File: src/rtl/multicycle_controller.sv
// -----------------------------------------------------------------------------
// multicycle_controller
//
// Control FSM for a multicycle MIPS-style datapath. It sequences fetch, decode,
// memory access, ALU execution, branch and jump steps. It waits on the memory
// handshake, and it drops into a sticky HALT on an illegal opcode or when
// memory does not answer within MEM_TIMEOUT cycles.
//
// Configuration:
//   MC_ADDI_EN  when defined, opcode 001000 (addi) runs EXEC_I -> IWB.
//               When undefined, addi is treated as an illegal opcode.
//
// Parameters:
//   MEM_TIMEOUT     number of consecutive memReady=0 cycles tolerated in a
//                   wait state (1..255)
//
// Ports:
//   Clk             system clock, all state updates on the rising edge
//   Rst             asynchronous active-high reset
//   opcode[5:0]     instruction[31:26]
//   funcBits[5:0]   instruction[5:0], reserved for fault tagging
//   memReady        memory handshake; an access completes in the cycle it is 1
//   controlUnitSig  [0]pcWrite [1]pcWriteCond [2]irWrite [3]writeSig
//                   [4]memRead [5]memWrite [6]iorD [7]regDst [8]memToReg
//                   [9]aluSrcA [11:10]aluOp
//   aluSrcB[1:0]    00 regB, 01 const 4, 10 signExtend, 11 signExtend<<2
//   pcSource[1:0]   00 ALU result, 01 ALUOut, 10 jump target
//   state[3:0]      current state encoding (debug)
//   fault           sticky fault flag, cleared only by Rst
//   faultCode[1:0]  01 illegal opcode, 10 memory timeout
// -----------------------------------------------------------------------------
module multicycle_controller #(
    parameter int unsigned MEM_TIMEOUT = 15
) (
    input  logic        Clk,
    input  logic        Rst,
    input  logic [5:0]  opcode,
    input  logic [5:0]  funcBits,
    input  logic        memReady,
    output logic [11:0] controlUnitSig,
    output logic [1:0]  aluSrcB,
    output logic [1:0]  pcSource,
    output logic [3:0]  state,
    output logic        fault,
    output logic [1:0]  faultCode
);

    typedef enum logic [3:0] {
        FETCH  = 4'd0,
        DECODE = 4'd1,
        MEMADR = 4'd2,
        MEMRD  = 4'd3,
        MEMWB  = 4'd4,
        MEMWR  = 4'd5,
        EXEC_R = 4'd6,
        ALUWB  = 4'd7,
        BRANCH = 4'd8,
        JUMP   = 4'd9,
        EXEC_I = 4'd10,
        IWB    = 4'd11,
        HALT   = 4'd15
    } state_t;

    localparam logic [5:0] OP_RTYPE = 6'b000000;
    localparam logic [5:0] OP_LW    = 6'b100011;
    localparam logic [5:0] OP_SW    = 6'b101011;
    localparam logic [5:0] OP_BEQ   = 6'b000100;
    localparam logic [5:0] OP_J     = 6'b000010;
    localparam logic [5:0] OP_ADDI  = 6'b001000;

    localparam logic [1:0] FC_NONE    = 2'b00;
    localparam logic [1:0] FC_ILLEGAL = 2'b01;
    localparam logic [1:0] FC_TIMEOUT = 2'b10;

    localparam logic [7:0] TIMEOUT_CNT = 8'(MEM_TIMEOUT);

    state_t      cur_state;
    state_t      nxt_state;
    logic [7:0]  wait_cnt;
    logic        mem_wait;
    logic [1:0]  fault_code_nxt;

    // funcBits feeds no logic yet; the reduction keeps it visibly consumed
    // until fault tagging is wired in.
    logic        unused_func;
    assign unused_func = ^funcBits;

    // -------------------------------------------------------------------------
    // Next-state logic
    // -------------------------------------------------------------------------
    // NOTE: every signal driven here gets a default first, so no path through
    // the case statements can leave it unassigned and infer a latch.
    always_comb begin
        nxt_state      = cur_state;
        fault_code_nxt = FC_NONE;
        mem_wait       = 1'b0;

        case (cur_state)
            FETCH: begin
                if (memReady) nxt_state = DECODE;
                else          mem_wait  = 1'b1;
            end
            DECODE: begin
                case (opcode)
                    OP_RTYPE:      nxt_state = EXEC_R;
                    OP_LW, OP_SW:  nxt_state = MEMADR;
                    OP_BEQ:        nxt_state = BRANCH;
                    OP_J:          nxt_state = JUMP;
`ifdef MC_ADDI_EN
                    OP_ADDI:       nxt_state = EXEC_I;
`endif
                    default: begin
                        nxt_state      = HALT;
                        fault_code_nxt = FC_ILLEGAL;
                    end
                endcase
            end
            MEMADR:  nxt_state = (opcode == OP_LW) ? MEMRD : MEMWR;
            MEMRD: begin
                if (memReady) nxt_state = MEMWB;
                else          mem_wait  = 1'b1;
            end
            MEMWR: begin
                if (memReady) nxt_state = FETCH;
                else          mem_wait  = 1'b1;
            end
            MEMWB:   nxt_state = FETCH;
            EXEC_R:  nxt_state = ALUWB;
            ALUWB:   nxt_state = FETCH;
            BRANCH:  nxt_state = FETCH;
            JUMP:    nxt_state = FETCH;
`ifdef MC_ADDI_EN
            EXEC_I:  nxt_state = IWB;
            IWB:     nxt_state = FETCH;
`endif
            HALT:    nxt_state = HALT;
            default: nxt_state = FETCH;
        endcase

        // The counter value is the number of waiting cycles already spent, so
        // this cycle is the MEM_TIMEOUT-th. memReady=1 never sets mem_wait,
        // which lets a last-moment completion win over the timeout.
        if (mem_wait && (wait_cnt + 8'd1 == TIMEOUT_CNT)) begin
            nxt_state      = HALT;
            fault_code_nxt = FC_TIMEOUT;
        end
    end

    // -------------------------------------------------------------------------
    // State, wait counter and sticky fault registers
    // -------------------------------------------------------------------------
    // NOTE: sequential state uses non-blocking assignments only, so every
    // register samples pre-edge values regardless of statement order.
    always_ff @(posedge Clk or posedge Rst) begin
        if (Rst) begin
            cur_state <= FETCH;
            wait_cnt  <= 8'd0;
            fault     <= 1'b0;
            faultCode <= FC_NONE;
        end else begin
            cur_state <= nxt_state;
            if (nxt_state != cur_state) wait_cnt <= 8'd0;
            else if (mem_wait)          wait_cnt <= wait_cnt + 8'd1;
            // Capture only on HALT entry; HALT is left only through Rst.
            if (nxt_state == HALT && cur_state != HALT) begin
                fault     <= 1'b1;
                faultCode <= fault_code_nxt;
            end
        end
    end

    // -------------------------------------------------------------------------
    // Output decode: function of registered state and memReady only
    // -------------------------------------------------------------------------
    logic       pcWrite, pcWriteCond, irWrite, writeSig;
    logic       memRead, memWrite, iorD, regDst, memToReg, aluSrcA;
    logic [1:0] aluOp;

    always_comb begin
        pcWrite     = 1'b0;
        pcWriteCond = 1'b0;
        irWrite     = 1'b0;
        writeSig    = 1'b0;
        memRead     = 1'b0;
        memWrite    = 1'b0;
        iorD        = 1'b0;
        regDst      = 1'b0;
        memToReg    = 1'b0;
        aluSrcA     = 1'b0;
        aluOp       = 2'b00;
        aluSrcB     = 2'b00;
        pcSource    = 2'b00;

        case (cur_state)
            FETCH: begin
                memRead = 1'b1;
                aluSrcB = 2'b01;
                irWrite = memReady;
                pcWrite = memReady;
            end
            DECODE:  aluSrcB = 2'b11;
            MEMADR: begin
                aluSrcA = 1'b1;
                aluSrcB = 2'b10;
            end
            MEMRD: begin
                memRead = 1'b1;
                iorD    = 1'b1;
            end
            MEMWR: begin
                memWrite = 1'b1;
                iorD     = 1'b1;
            end
            MEMWB: begin
                writeSig = 1'b1;
                memToReg = 1'b1;
            end
            EXEC_R: begin
                aluSrcA = 1'b1;
                aluOp   = 2'b10;
            end
            ALUWB: begin
                writeSig = 1'b1;
                regDst   = 1'b1;
            end
            BRANCH: begin
                aluSrcA     = 1'b1;
                aluOp       = 2'b01;
                pcWriteCond = 1'b1;
                pcSource    = 2'b01;
            end
            JUMP: begin
                pcWrite  = 1'b1;
                pcSource = 2'b10;
            end
`ifdef MC_ADDI_EN
            EXEC_I: begin
                aluSrcA = 1'b1;
                aluSrcB = 2'b10;
            end
            IWB:     writeSig = 1'b1;
`endif
            default: ;  // HALT and unused encodings drive all controls low
        endcase
    end

    assign controlUnitSig = {aluOp, aluSrcA, memToReg, regDst, iorD,
                             memWrite, memRead, writeSig, irWrite,
                             pcWriteCond, pcWrite};
    assign state          = cur_state;

endmodule

File: config.mk
export PLATFORM = sky130hd
export DESIGN_NAME = multicycle_controller
export DESIGN_NICKNAME = d
export VERILOG_FILES = /design/src/rtl/multicycle_controller.sv
export SDC_FILE = /design/constraint.sdc
export NUM_CORES = 1
export LEC_CHECK = 0
export ABC_AREA = 1
export BUFFER_PORTS_ARGS = -buffer_cell sky130_fd_sc_hd__buf_2
export CORE_ASPECT_RATIO = 0.75
export CORE_UTILIZATION = 46
export CTS_CLUSTER_SIZE = 30
export DETAILED_ROUTE_END_ITERATION = 8
export HOLD_SLACK_MARGIN = 0.03
export PLACE_DENSITY = 0.76
export SETUP_SLACK_MARGIN = 0.3
export SLEW_MARGIN = 10
export SYNTH_ARGS = -nofsm -noshare
export SYNTH_HDL_FRONTEND = slang
export SYNTH_SLANG_ARGS = --single-unit
File: constraint.sdc
create_clock -name Clk -period 1.5 [get_ports Clk]
set_input_delay 0.075 -clock Clk [delete_from_list [all_inputs] [get_ports Clk]]
set_output_delay 0.075 -clock Clk [all_outputs]
set_load 0.005 [all_outputs]
# After elaboration in Yosys (flattened, before gate mapping)

Cells that the tools add are included.

Register bits: 15
Latch bits: 0
RAM bits: 0
Memory bits (read-only): 0
Input port bits: 15
Output and inout bits: 23
Word-level logic and storage cells: 62
Memories: 0

$add $sub $neg: 1
Multiply operators: 0
Div/mod/pow operators: 0
$lt $le $gt $ge: 0
Eq/ne operators: 18
Shift operators: 0
Multiplexer cells: 27
Bitwise gates (word level): 0
Reductions and logical operators: 12

Operators by type and width:

| kind                  | number |
|---|---|
| $pmux W4 S7           | 1 |
| $eq A4 B3 Y1 const B  | 4 |
| $eq A4 B4 Y1 const B  | 4 |
| $mux W4               | 4 |
| $mux W8               | 2 |
| $pmux W4 S4           | 1 |
| $mux W1               | 13 |
| $eq A6 B6 Y1 const B  | 2 |
| $add A8 B1 Y8 const B | 1 |
| $eq A4 B2 Y1 const B  | 2 |
| $eq A8 B4 Y1 const B  | 1 |
| $pmux W2 S2           | 2 |
| $reduce_or A2 Y1      | 4 |
| $eq A6 B2 Y1 const B  | 1 |
| $eq A6 B3 Y1 const B  | 1 |
| $logic_not A6 Y1      | 1 |
| $pmux W2 S3           | 1 |
| $reduce_or A3 Y1      | 2 |
| $reduce_or A5 Y1      | 1 |
| $eq A4 B1 Y1 const B  | 1 |
| $logic_not A4 Y1      | 1 |
| $ne A4 B4 Y1          | 1 |
| $ne A4 B4 Y1 const B  | 1 |
| $mux W3               | 1 |
| 4 further kinds       | 5 |

# Longest topological paths before layout

Gate-level depths: netlist (run 1).

Depth after elaboration: 7
Depth in mapped cells: 15
Depth with buffers taken out: 15

# Least setup slack after synthesis (run 1)

OpenSTA, ideal clock, no wires.

Kind: register to register
Start: reg wait_cnt[0]
End: reg wait_cnt[0]
Library setup time: 71 ps
Arrival: 1583 ps
Data required time: 1429 ps
Setup slack: -154 ps
Stages on the path, launching flop included: 13
Path buffers: 0
Period minus slack after synthesis: 1654 ps
Cells stage by stage: dfrtp_1 > ha_1 > nand2_1 > nand3_1 > nor2_1 > nand2_1 > nor2_1 > nand2_4 > nand3_1 > nand2_1 > nor2_1 > nand2_2 > nor2_1

Longest elaborated chain between the ends: 6
Elaborated cells between the ends (all ways): 8
Those cells by class: add/sub: 1; eq/ne: 2; mux: 3; reduce/logical: 2

Ends and longest elaborated chain:

| what                                                 | line     | RTL |
|---|---|---|
| start, declared                                      | 79       | `logic [7:0] wait_cnt;` |
| start signal, assigned                               | 163      | `else if (mem_wait) wait_cnt <= wait_cnt + 8'd1;` |
| $add A8 B1 Y8 (*)                                    | 143, 163 |  |
| $eq A8 B4 Y1                                         | 143      | `if (mem_wait && (wait_cnt + 8'd1 == TIMEOUT_CNT)) begin` |
| $logic_and A1 B1 Y1                                  | 143      |  |
| $mux W4                                              | 143      |  |
| $ne A4 B4 Y1                                         | 162      | `if (nxt_state != cur_state) wait_cnt <= 8'd0;` |
| $mux W8 / $reduce_bool A2 Y1 (equally long branches) | -        |  |

Every way passes the cells marked *; elsewhere a longest branch is shown, timed or not. The select of a mux whose other input is x is not followed.
A chain may end at the register's enable or synchronous reset.

# Worst setup path in the final report (run 1)

Start: reg wait_cnt[2]
End: reg wait_cnt[3]

Longest elaborated chain between the ends: 6
Elaborated cells between the ends (all ways): 8
Those cells by class: add/sub: 1; eq/ne: 2; mux: 3; reduce/logical: 2

Ends and longest elaborated chain:

| what                                                 | line | RTL |
|---|---|---|
| $add A8 B1 Y8 (*)                                    | 143  |  |
| $eq A8 B4 Y1 (*)                                     | 143  |  |
| $logic_and A1 B1 Y1 (*)                              | 143  |  |
| $mux W4 (*)                                          | 143  |  |
| named net nxt_state[1]                               | 78   | `state_t nxt_state;` |
| $ne A4 B4 Y1 (*)                                     | 162  |  |
| $mux W8 / $reduce_bool A2 Y1 (equally long branches) | -    |  |

Mark *: on every way through the listed nets, which the timed path passes. The rest lies on a longest branch. The select of a mux whose other input is x is not followed.

==> run metrics, run 1 <==
I/O Pins=38; initial antenna violation count=0; Final Instance Count excl. Fillers=330; Reg2Reg Launch Point=wait_cnt[2]; gpl congestion=0.855; failing checks=negative setup slack; Hold Crit Depth=6; Worst slew margin=60.7%; row cnt=16; FF-to-FF End=wait_cnt[3]; filler instances=80; Clock Latency Late Sink=0.30 ns; Layout Skew=0.00678 ns; CP Capture Type=register; final setup fails=28; stages on the worst setup path=13; worst hold-check path type=in -> reg; area share of the largest cell type after synthesis=29.7%; leading area contributor after synthesis=dfrtp_1; Detailed Route WL=7.50 mm; met2 wire len=3.15 mm; synth top area cells=dfrtp_1 30%, nand2_1 13%, nor2_1 12%; post-synthesis cell type count=22; share of cells above drive strength 1=62.2%; CP Class=reg -> reg; Util after Layout=92.7%; Worst setup SP type=register; Syn Inst Count=199; Mean Syn Cell Area=6.36 µm²; Pre-Repair DR Iteration Count=7; Fmax=433 MHz; final standard cell area without fillers=2410 µm²; most common cell after layout, fill and taps aside=buf_4; Tcrit/Tclk final=154%; worst reg-to-reg path cell count=13; Routed WL per cell=22.7 µm; delay-heaviest family, CP=simple AND/OR/NAND/NOR gates; via count=2,066; max cap viols=0; initial DRC count=306; critical path's largest stage delay=0.54 ns; Critical Path RT=1.68 ns; starting density of the core=48.6%; count of input and output buffers=31; Worst-Margin Slew=0.589 ns; CTS sink count=15; CP Cell Sequence=nand3_1 -> nor2_1 -> nand2_1 -> nand2_1 -> nand2_1 -> nor2_4 -> nand2_4 -> nand2_2 -> nand2_1 -> nand2_1 -> nor2_2 -> nand2_2 -> nor2_1; Worst Slack Setup Final=-0.810 ns; placed cells=297; CTS tree=done; syn_nets=216; number of global-route vias before repair=1,490; dpl ws=-0.260 ns; flop and latch count out of synthesis=15; CP startpoint=wait_cnt[2]; Max Used Layer=met4; commonest cells after routing, fill and taps aside=42 x buf_4, 34 x buf_6, 33 x nand2_1; crit path capture=wait_cnt[3]; synthesized area=1260 µm²; Syn-to-layout area delta=90.7%; synth warn=0; Max clock buf depth=2; Final Max Tran Viols=0; dpl hpwl=2.60 mm; dpl cell area=1730 µm²; Most common cell on crit path=nand2_1; clock root cell=clkbuf_4; Die ar.=2970 µm²; post-route minimum period=2.31 ns; Worst-path clk slew=0.10 ns; sequential area share after synthesis=29.7%; slowest CP cell=dfrtp_1; pin count of the biggest net entering global routing=16; DIE WIDTH=62.6 µm; number of CTS-inserted buffers=3; Critical Path AT=2.49 ns; worst vdd ir=1.31 mV; global-route wire length before repair=7.54 mm; internal reg-to-reg setup slack=-0.81 ns; vias per inst=6.26; Critical Path Fanout Max=8; WL met1=2.47 mm; final hold vios=0; GRT overflow=0; crit path buf inv count=0; Pwr Total=5.10 mW; RSZ-0062 raised after global routing=yes; Hold Slack=0.263 ns; GRT Total Usage=35.2%; static leakage=1.21 nW; status=finished, violations left; DR DRC count=0; Die H=47.4 µm; core box area=2600 µm²; Nets=312; P per Cell Area=2110 nW/µm²; ANT nets after route=0; Inserted Diodes=0; met3 WL=1.02 mm; Sum Neg Setup Slack=-10.01 ns; H-tree levels=1
[state kept, by name, indices dropped and copies added, names as in the netlist]
register   flops
faultCode      2
fault          1
wait_cnt       8
state          4
[area by class of cell]
type                    count  area, µm²  share of cell area, %
inverters                  29        131                   5.45
clock buffers               3       22.5                  0.934
flip-flops and latches     15        383                   15.9
well taps                  36       45.0                   1.87
clock inverters             1       7.51                  0.311
repair buffers            104        843                   35.0
multi-input cells         142        980                   40.6
[power by group]
group,internal (mW),switching [mW],total [mW]
logic,1.96,2.15,4.11
clock network,0.102,0.152,0.254
registers,0.516,0.218,0.734
total,2.58,2.52,5.10
[cells in the mapped netlist]
library cell	count
nand2_1	44
nor2_1	39
inv_1	25
nand3_1	21
dfrtp_1	15
buf_4	12
o21ai_0	9
nand2_2	8
inv_2	4
o22ai_1	3
a21oi_1	2
ha_1	2
nand3b_1	2
nand4_1	2
nor2_2	2
o21bai_1	2
xor2_1	2
a31oi_1	1
buf_2	1
nand2_4	1
nor2_4	1
o21bai_4	1
[repair_timing]
item,CTS,global route
hold endpoints to repair,15,0
setup buffers,15,13
hold buffers,1,0
setup endpoints to repair,31,33
pin swaps,7,25
gates resized for setup,56,63
[worst min path at each step]
stage	start	to	slack [ns]
floorplan	Rst	fault	-0.02
global placement	Rst	fault	0.14
detailed placement	Rst	faultCode[1]	0.15
CTS	memReady	state[2]	0.26
global route	opcode[2]	faultCode[0]	0.29
finish	opcode[2]	faultCode[0]	0.26
[cell families (layout without fill, tap and decap cells)]
kind of cell | count (synthesis) | in the layout | synth area share (%)
compound gates | 18 | 18 | 9.00
xor+xnor | 2 | 2 | 1.39
fa+ha+maj | 2 | 2 | 1.98
buf+inv | 42 | 137 | 16.1
flops | 15 | 15 | 29.7
simple gates | 120 | 120 | 41.8
[routing by layer]
metal  up-vias  global-route usage, %
li1        804                      -
met1       909                   42.8
met4         0                   16.7
met5         -                      0
met3       114                   7.62
met2       239                   62.8
[worst register-to-register path, cell delays in order (launching register included)]
cell and delay (ns):
dfrtp_1 0.54, nand3_1 0.22, nor2_1 0.21, nand2_1 0.11, nand2_1 0.10, nand2_1 0.10, nor2_4 0.17, nand2_4 0.17
nand2_2 0.14, nand2_1 0.09, nand2_1 0.10, nor2_2 0.06, nand2_2 0.11, nor2_1 0.08
Power figures use the tool's default switching activity.
==> inputs of run 2 (changes only) <==
--- a/config.mk
+++ b/config.mk
@@ -13,6 +13,7 @@
 export DETAILED_ROUTE_END_ITERATION = 8
 export HOLD_SLACK_MARGIN = 0.03
 export PLACE_DENSITY = 0.76
+export REMOVE_ABC_BUFFERS = 1
 export SETUP_SLACK_MARGIN = 0.3
 export SLEW_MARGIN = 10
 export SYNTH_ARGS = -nofsm -noshare
==> run 2 against run 1 <==
The run still ends with negative setup slack left. Fmax rose by 11%. Critical path type unchanged. Power down 12%. Die area unchanged. Register-to-register slack improved by 0.23 ns. Wire length is 26% lower. Utilization fell by 7.2 points.
==> run metrics, run 2 (synthesized netlist as in run 1, its figures left out) <==
worst reg-to-reg path cell count=13 (unchanged); share of cells above drive strength 1=60.0% (-2.2 points); CP Cell Sequence=nand2_2 -> inv_2 -> nand3_1 -> nand2_1 -> nor2_1 -> nand3_1 -> nor2_2 -> nand2_4 -> nand2_1 -> nand2_2 -> nor2_4 -> nand2_4 -> nor2_2; RSZ-0062 raised after global routing=yes; H-tree levels=1 (unchanged); Largest register FFs=8 (unchanged); pin count of the biggest net entering global routing=16 (unchanged); via count=1,704 (-18%); number of global-route vias before repair=1,347 (-9.6%); Final Instance Count excl. Fillers=316 (-4.2%); Final Max Tran Viols=0 (unchanged); final setup fails=21 (-25%); gpl congestion=0.850 (-0.65%); vias per inst=5.39 (-14%); Critical Path RT=1.72 ns (+0.04 ns); critical path's largest stage delay=0.50 ns (-0.04 ns); status=finished, violations left; count of input and output buffers=31 (unchanged); Pre-Repair DR Iteration Count=5 (-2); internal reg-to-reg setup slack=-0.58 ns (+0.23 ns); worst vdd ir=1.77 mV (+35%); FF-to-FF End=wait_cnt[1]; most common cell after layout, fill and taps aside=buf_4; I/O Pins=38 (unchanged); Worst-Margin Slew=0.579 ns (-0.00968 ns); sequential power share=15.9% (+1.5 points); starting density of the core=48.6% (unchanged); CTS sink count=15 (unchanged); Net Sw Frac=50.2% (+0.87 points); Critical Path Fanout Max=6 (-2); GRT Total Usage=29.0% (-6.2 points); Tcrit/Tclk final=139% (-15 points); Detailed Route WL=5.58 mm (-26%); DR DRC count=0 (unchanged); GRT overflow=0 (unchanged); CP Capture Type=register; Hold Crit Depth=3 (-3); core box area=2600 µm² (unchanged); internal power=2.24 mW (-13%); Clock Latency Late Sink=0.30 ns (about the same); Min-Delay Endpoint=faultCode[0]; post-route minimum period=2.08 ns (-0.228 ns); Layout Skew=0.00175 ns (-0.00503 ns); Worst Slack Setup Final=-0.582 ns (+0.228 ns); Routed WL per cell=17.7 µm (-22%); worst hold-check path type=in -> reg; Critical Path AT=2.30 ns (-0.19 ns); Syn-to-layout area delta=75.9%; slowest CP cell=dfrtp_2; commonest cells after routing, fill and taps aside=37 x buf_4, 33 x nand2_1, 28 x buf_2; row cnt=16 (unchanged); dpl ws=-0.384 ns (-0.125 ns); hold_sp=opcode[3]; dpl hpwl=2.48 mm (-4.6%); DIE WIDTH=62.6 µm (unchanged); Max clock buf depth=2 (unchanged); Worst slew margin=61.3% (+0.65 points); Nets=298 (-4.5%); Die ar.=2970 µm² (unchanged); clock root cell=clkbuf_4; final hold vios=0 (unchanged); Hold Slack=0.256 ns (-0.00741 ns); max cap viols=0 (unchanged); Comb power frac=78.9% (-1.7 points); Sum Neg Setup Slack=-6.11 ns (+3.90 ns); Fmax=480 MHz (+11%); Reg with most FFs=wait_cnt; Die H=47.4 µm (unchanged); Worst setup SP type=register; clock power share=5.2% (+0.2 points); P per Cell Area=2030 nW/µm² (-4.1%); Inserted Diodes=0 (unchanged); static leakage=1.14 nW (-5.9%); global-route wire length before repair=6.31 mm (-16%); failing checks=negative setup slack; initial DRC count=119 (-61%); switching power=2.26 mW (-10%); number of CTS-inserted buffers=3 (unchanged); initial antenna violation count=0 (unchanged); Reg2Reg Launch Point=state[0]; CTS tree=done; ANT nets after route=0 (unchanged); Worst-path clk slew=0.08 ns (-0.02 ns); placed cells=291 (-2.0%); filler instances=137 (+71%); CP Class=reg -> reg
-- run 2: layer usage --
metal  vias up  wire length (µm)  track usage (%)  part of all wire, %
li1        774                 -                -                    -
met3        42               449             9.52                  8.0
met5         -                 0                0                    0
met1       772              2120             34.9                   38
met2       116              2600             50.9                   47
met4         0               412             10.2                  7.4
-- run 2: critical path, delay by kind of cell (launching register included) --
family	cells	cell delay (ns)
AND/OR/NAND/NOR	12	1.44
flip-flops	1	0.50
buffers and inverters	1	0.07
-- run 2: layout make-up --
class / count / area [µm²] / share of cell area (%)
clock buffer: 4 / 26.3 / 1.18
inverter: 29 / 116 / 5.23
multi-input combinational: 142 / 956 / 43.0
sequential: 15 / 383 / 17.2
tap: 36 / 45.0 / 2.02
timing repair buffer: 90 / 698 / 31.4
-- run 2: what timing repair did --
item,CTS,global route
buffers inserted,15,5
hold buffers,1,0
gates cloned,0,0
pin swaps,11,24
setup endpoints to repair,31,32
gates resized for setup,58,53
hold endpoints to repair,15,0
-- run 2: how the worst max path moves through the flow --
stage	start	endpoint	slack, ns	cells after the start
after global placement	wait_cnt[1]	wait_cnt[3]	-0.33	13
after CTS	wait_cnt[1]	wait_cnt[0]	-0.27	13
final	state[0]	wait_cnt[1]	-0.58	13
after floorplan	wait_cnt[0]	wait_cnt[0]	-0.15	12
after detailed placement	wait_cnt[1]	wait_cnt[1]	-0.38	13
after global routing	state[0]	wait_cnt[2]	-0.69	13
-- run 2: power by group through the flow --
stage	logic [mW]	registers, mW	clock network, mW
floorplan	0.964	0.639	0
global placement	1.92	0.627	0
detailed placement	1.93	0.629	0
CTS	2.51	0.662	0.236
global route	3.69	0.722	0.266
finish	3.55	0.717	0.237
-- run 2: stage by stage --
| step | total power, mW | utilization [%] | cell area [µm²] |
|---|---|---|---|
| finish | 4.51 | 85.5 | 2220 |
| global route | 4.68 | 85.5 | 2220 |
| CTS | 3.41 | 76.5 | 1990 |
| detailed placement | 2.56 | 63.6 | 1660 |
| global placement | 2.54 | 63.6 | 1660 |
| floorplan | 1.60 | - | 1170 |
==> inputs of run 3 (changes only) <==
--- a/config.mk
+++ b/config.mk
@@ -5,14 +5,13 @@
 export SDC_FILE = /design/constraint.sdc
 export NUM_CORES = 1
 export LEC_CHECK = 0
-export ABC_AREA = 1
 export BUFFER_PORTS_ARGS = -buffer_cell sky130_fd_sc_hd__buf_2
 export CORE_ASPECT_RATIO = 0.75
-export CORE_UTILIZATION = 46
+export CORE_UTILIZATION = 47
 export CTS_CLUSTER_SIZE = 30
 export DETAILED_ROUTE_END_ITERATION = 8
 export HOLD_SLACK_MARGIN = 0.03
-export PLACE_DENSITY = 0.76
+export PLACE_DENSITY = 0.77
 export REMOVE_ABC_BUFFERS = 1
 export SETUP_SLACK_MARGIN = 0.3
 export SLEW_MARGIN = 10
==> run 3 against run 2 <==
The run still ends with negative setup slack left. Fmax decreased by 16%. Final cell count decreased by 12%. Synthesized cell count decreased by 23%. Register-to-register slack got worse by 0.40 ns. Die area increased by 3.5%. Combinational power increased by 14%. Critical endpoint unchanged. First-iteration DRC count increased by 36%.
==> run metrics, run 3 <==
status=finished, violations left; failing checks=negative setup slack; CP Cell Sequence=or4_4 -> o21ai_0 -> o41ai_2 -> nor3_2 -> a31o_2 -> o211ai_4 -> a211oi_2; Synth Flop Type=dfrtp_1; Detailed Route WL=6.90 mm (+24%); number of global-route vias before repair=1,473 (+9.4%); critical path's largest stage delay=0.45 ns (-0.05 ns); slowest CP cell=dfrtp_1; initial antenna violation count=0 (unchanged); H-tree levels=1 (unchanged); CP Capture Type=register; Inserted Diodes=0 (unchanged); final hold vios=0 (unchanged); P per Cell Area=2060 nW/µm² (+1.5%); DIE WIDTH=63.7 µm (+1.8%); most frequent cell after synthesis=nor2_1; synthesized area=1340 µm² (+5.9%); I/O Pins=38 (unchanged); initial DRC count=162 (+36%); starting density of the core=50.3% (+1.7 points); most frequent cells after synthesis=20 x nor2_1, 15 x dfrtp_1, 12 x buf_4, 10 x nand2_1, 9 x nor3_1; GRT overflow=0 (unchanged); Tcrit/Tclk final=166% (+27 points); Final Max Tran Viols=0 (unchanged); synth top area cells=dfrtp_1 28%, buf_4 6.7%, nor2_1 5.6%; Die ar.=3070 µm² (+3.5%); Worst slew margin=59.3% (-2.0 points); worst vdd ir=1.34 mV (-24%); synth warn=0 (unchanged); Layout Skew=0.00344 ns (+0.00169 ns); Fmax=402 MHz (-16%); sequential cell area=380 µm² (-0.65%); Largest register FFs=8 (unchanged); Critical Path AT=2.64 ns (+0.34 ns); vias per inst=6.49 (+20%); filler instances=94 (-31%); flop and latch count out of synthesis=15 (unchanged); dpl hpwl=2.70 mm (+9.0%); Util after Layout=91.7% (+6.2 points); pin count of the biggest net entering global routing=16 (unchanged); share of cells above drive strength 1=71.1% (+11 points); CTS sink count=15 (unchanged); GRT Total Usage=33.7% (+4.7 points); area share of the largest cell type after synthesis=28.0% (-1.7 points); Mean Syn Cell Area=8.70 µm² (+37%); Pre-Repair DR Iteration Count=5 (unchanged); gpl congestion=0.869 (+2.3%); post-synthesis cell type count=50 (+130%); CTS tree=done; leading area contributor after synthesis=dfrtp_1; Critical Path RT=1.65 ns (-0.07 ns); Sum Neg Setup Slack=-14.81 ns (-8.70 ns); Clock Latency Late Sink=0.25 ns (-0.05 ns); via count=1,805 (+5.9%); Hold Slack=0.453 ns (+0.197 ns); row cnt=16 (unchanged); clock root cell=clkbuf_8; Worst-path clk slew=0.06 ns (-0.02 ns); post-synthesis async set-or-reset flop share=100% (unchanged); CP Class=reg -> reg; Reg with most FFs=wait_cnt; dpl ws=-0.808 ns (-0.424 ns); Max clock buf depth=2 (unchanged); Critical Path Fanout Max=8 (+2); Worst Slack Setup Final=-0.986 ns (-0.404 ns); static leakage=1.10 nW (-3.8%); Worst setup SP type=register; commonest cells after routing, fill and taps aside=46 x buf_4, 29 x buf_6, 24 x buf_2; Worst-Margin Slew=0.609 ns (+0.0298 ns); final setup fails=30 (+43%); number of CTS-inserted buffers=3 (unchanged); area occupied by multi-input gates=1100 µm² (+16%); ANT nets after route=0 (unchanged); global-route wire length before repair=7.47 mm (+18%); Syn Inst Count=154 (-23%); Die H=48.2 µm (+1.7%); post-route minimum period=2.49 ns (+0.404 ns); Syn-to-layout area delta=82.2%; most common cell after layout, fill and taps aside=buf_4; sequential area share after synthesis=28.0% (-1.7 points); EDFF count, synth=0 (unchanged); Routed WL per cell=24.8 µm (+41%); count of input and output buffers=31 (unchanged); max cap viols=0 (unchanged); DR DRC count=0 (unchanged); worst hold-check path type=in -> async; Nets=260 (-13%); Pwr Total=5.02 mW (+11%); core box area=2660 µm² (+2.3%); RSZ-0062 raised after global routing=yes
run 3: cell count changes after synthesis, moves of 4 or more:
cell,delta
and3_1,+4
inv_1,-23
inv_2,-4
nand2_1,-34
nand2_2,-8
nand2b_1,+5
nand3_1,-16
nor2_1,-19
nor3_1,+9
o21ai_0,-5
xnor2_1,+7
xor2_1,+4
run 3: critical path, delay by kind of cell, from the launching register on:
family | cells | cell delay, ns
DFF | 1 | 0.45
AOI/OAI and AO/OA | 5 | 1.11
and+or+nand+nor | 2 | 0.80
run 3: where the power goes:
group	switching (mW)	internal, mW
combinational	1.91	2.15
clock	0.148	0.184
sequential	0.150	0.482
run 3: final cells by class:
cell class | instances | share of cell area (%)
Multi-Input combinational cell | 118 | 45.3
Sequential cell | 15 | 15.6
Timing Repair Buffer | 103 | 35.1
Tap cell | 36 | 1.85
Clock buffer | 3 | 1.69
Inverter | 2 | 0.308
Clock inverter | 1 | 0.205
run 3: kinds of logic after synthesis:
group / synth area share, %
xor+xnor: 8.50
compound gates: 14.7
flops: 28.0
buf+inv: 13.2
fa+ha+maj: 1.87
simple gates: 33.8
run 3: through the flow:
| stage | cell area [µm²] | cells |
|---|---|---|
| detailed placement | 1710 | 247 |
| floorplan | 1170 | 135 |
| global placement | 1710 | 247 |
| finish | 2440 | 278 |
| global route | 2440 | 278 |
| CTS | 2090 | 268 |
run 3: timing repair:
item / in CTS / in global routing
hold buffers: 1 / 0
setup buffers: 16 / 9
resized for setup: 41 / 58
pin swaps: 22 / 23
gates cloned: 0 / 1
setup endpoints to repair: 33 / 35
endpoints found under the hold margin: 15 / 0
run 3: final timing paths:
kind | from | to | slack, ns | cells past startpoint
min reg2reg | faultCode[1] | faultCode[1] | 0.49 | 1
min | Rst | wait_cnt[3] | 0.45 | 3
max | state[2] | wait_cnt[1] | -0.99 | 7
max reg2reg | state[2] | wait_cnt[1] | -0.99 | 7
min in group Clk | opcode[4] | faultCode[0] | 0.46 | 5
max in group asynchronous | Rst | wait_cnt[0] | 0.61 | 3
run 3: metal layers:
metal,part of all wire (%),track usage [%],up-vias,wire [µm]
met1,39,41.4,873,2680
met5,0,0,-,0
met2,45,56.4,157,3070
met3,10,10.7,65,710
met4,6.3,15.5,0,432
li1,-,-,710,-
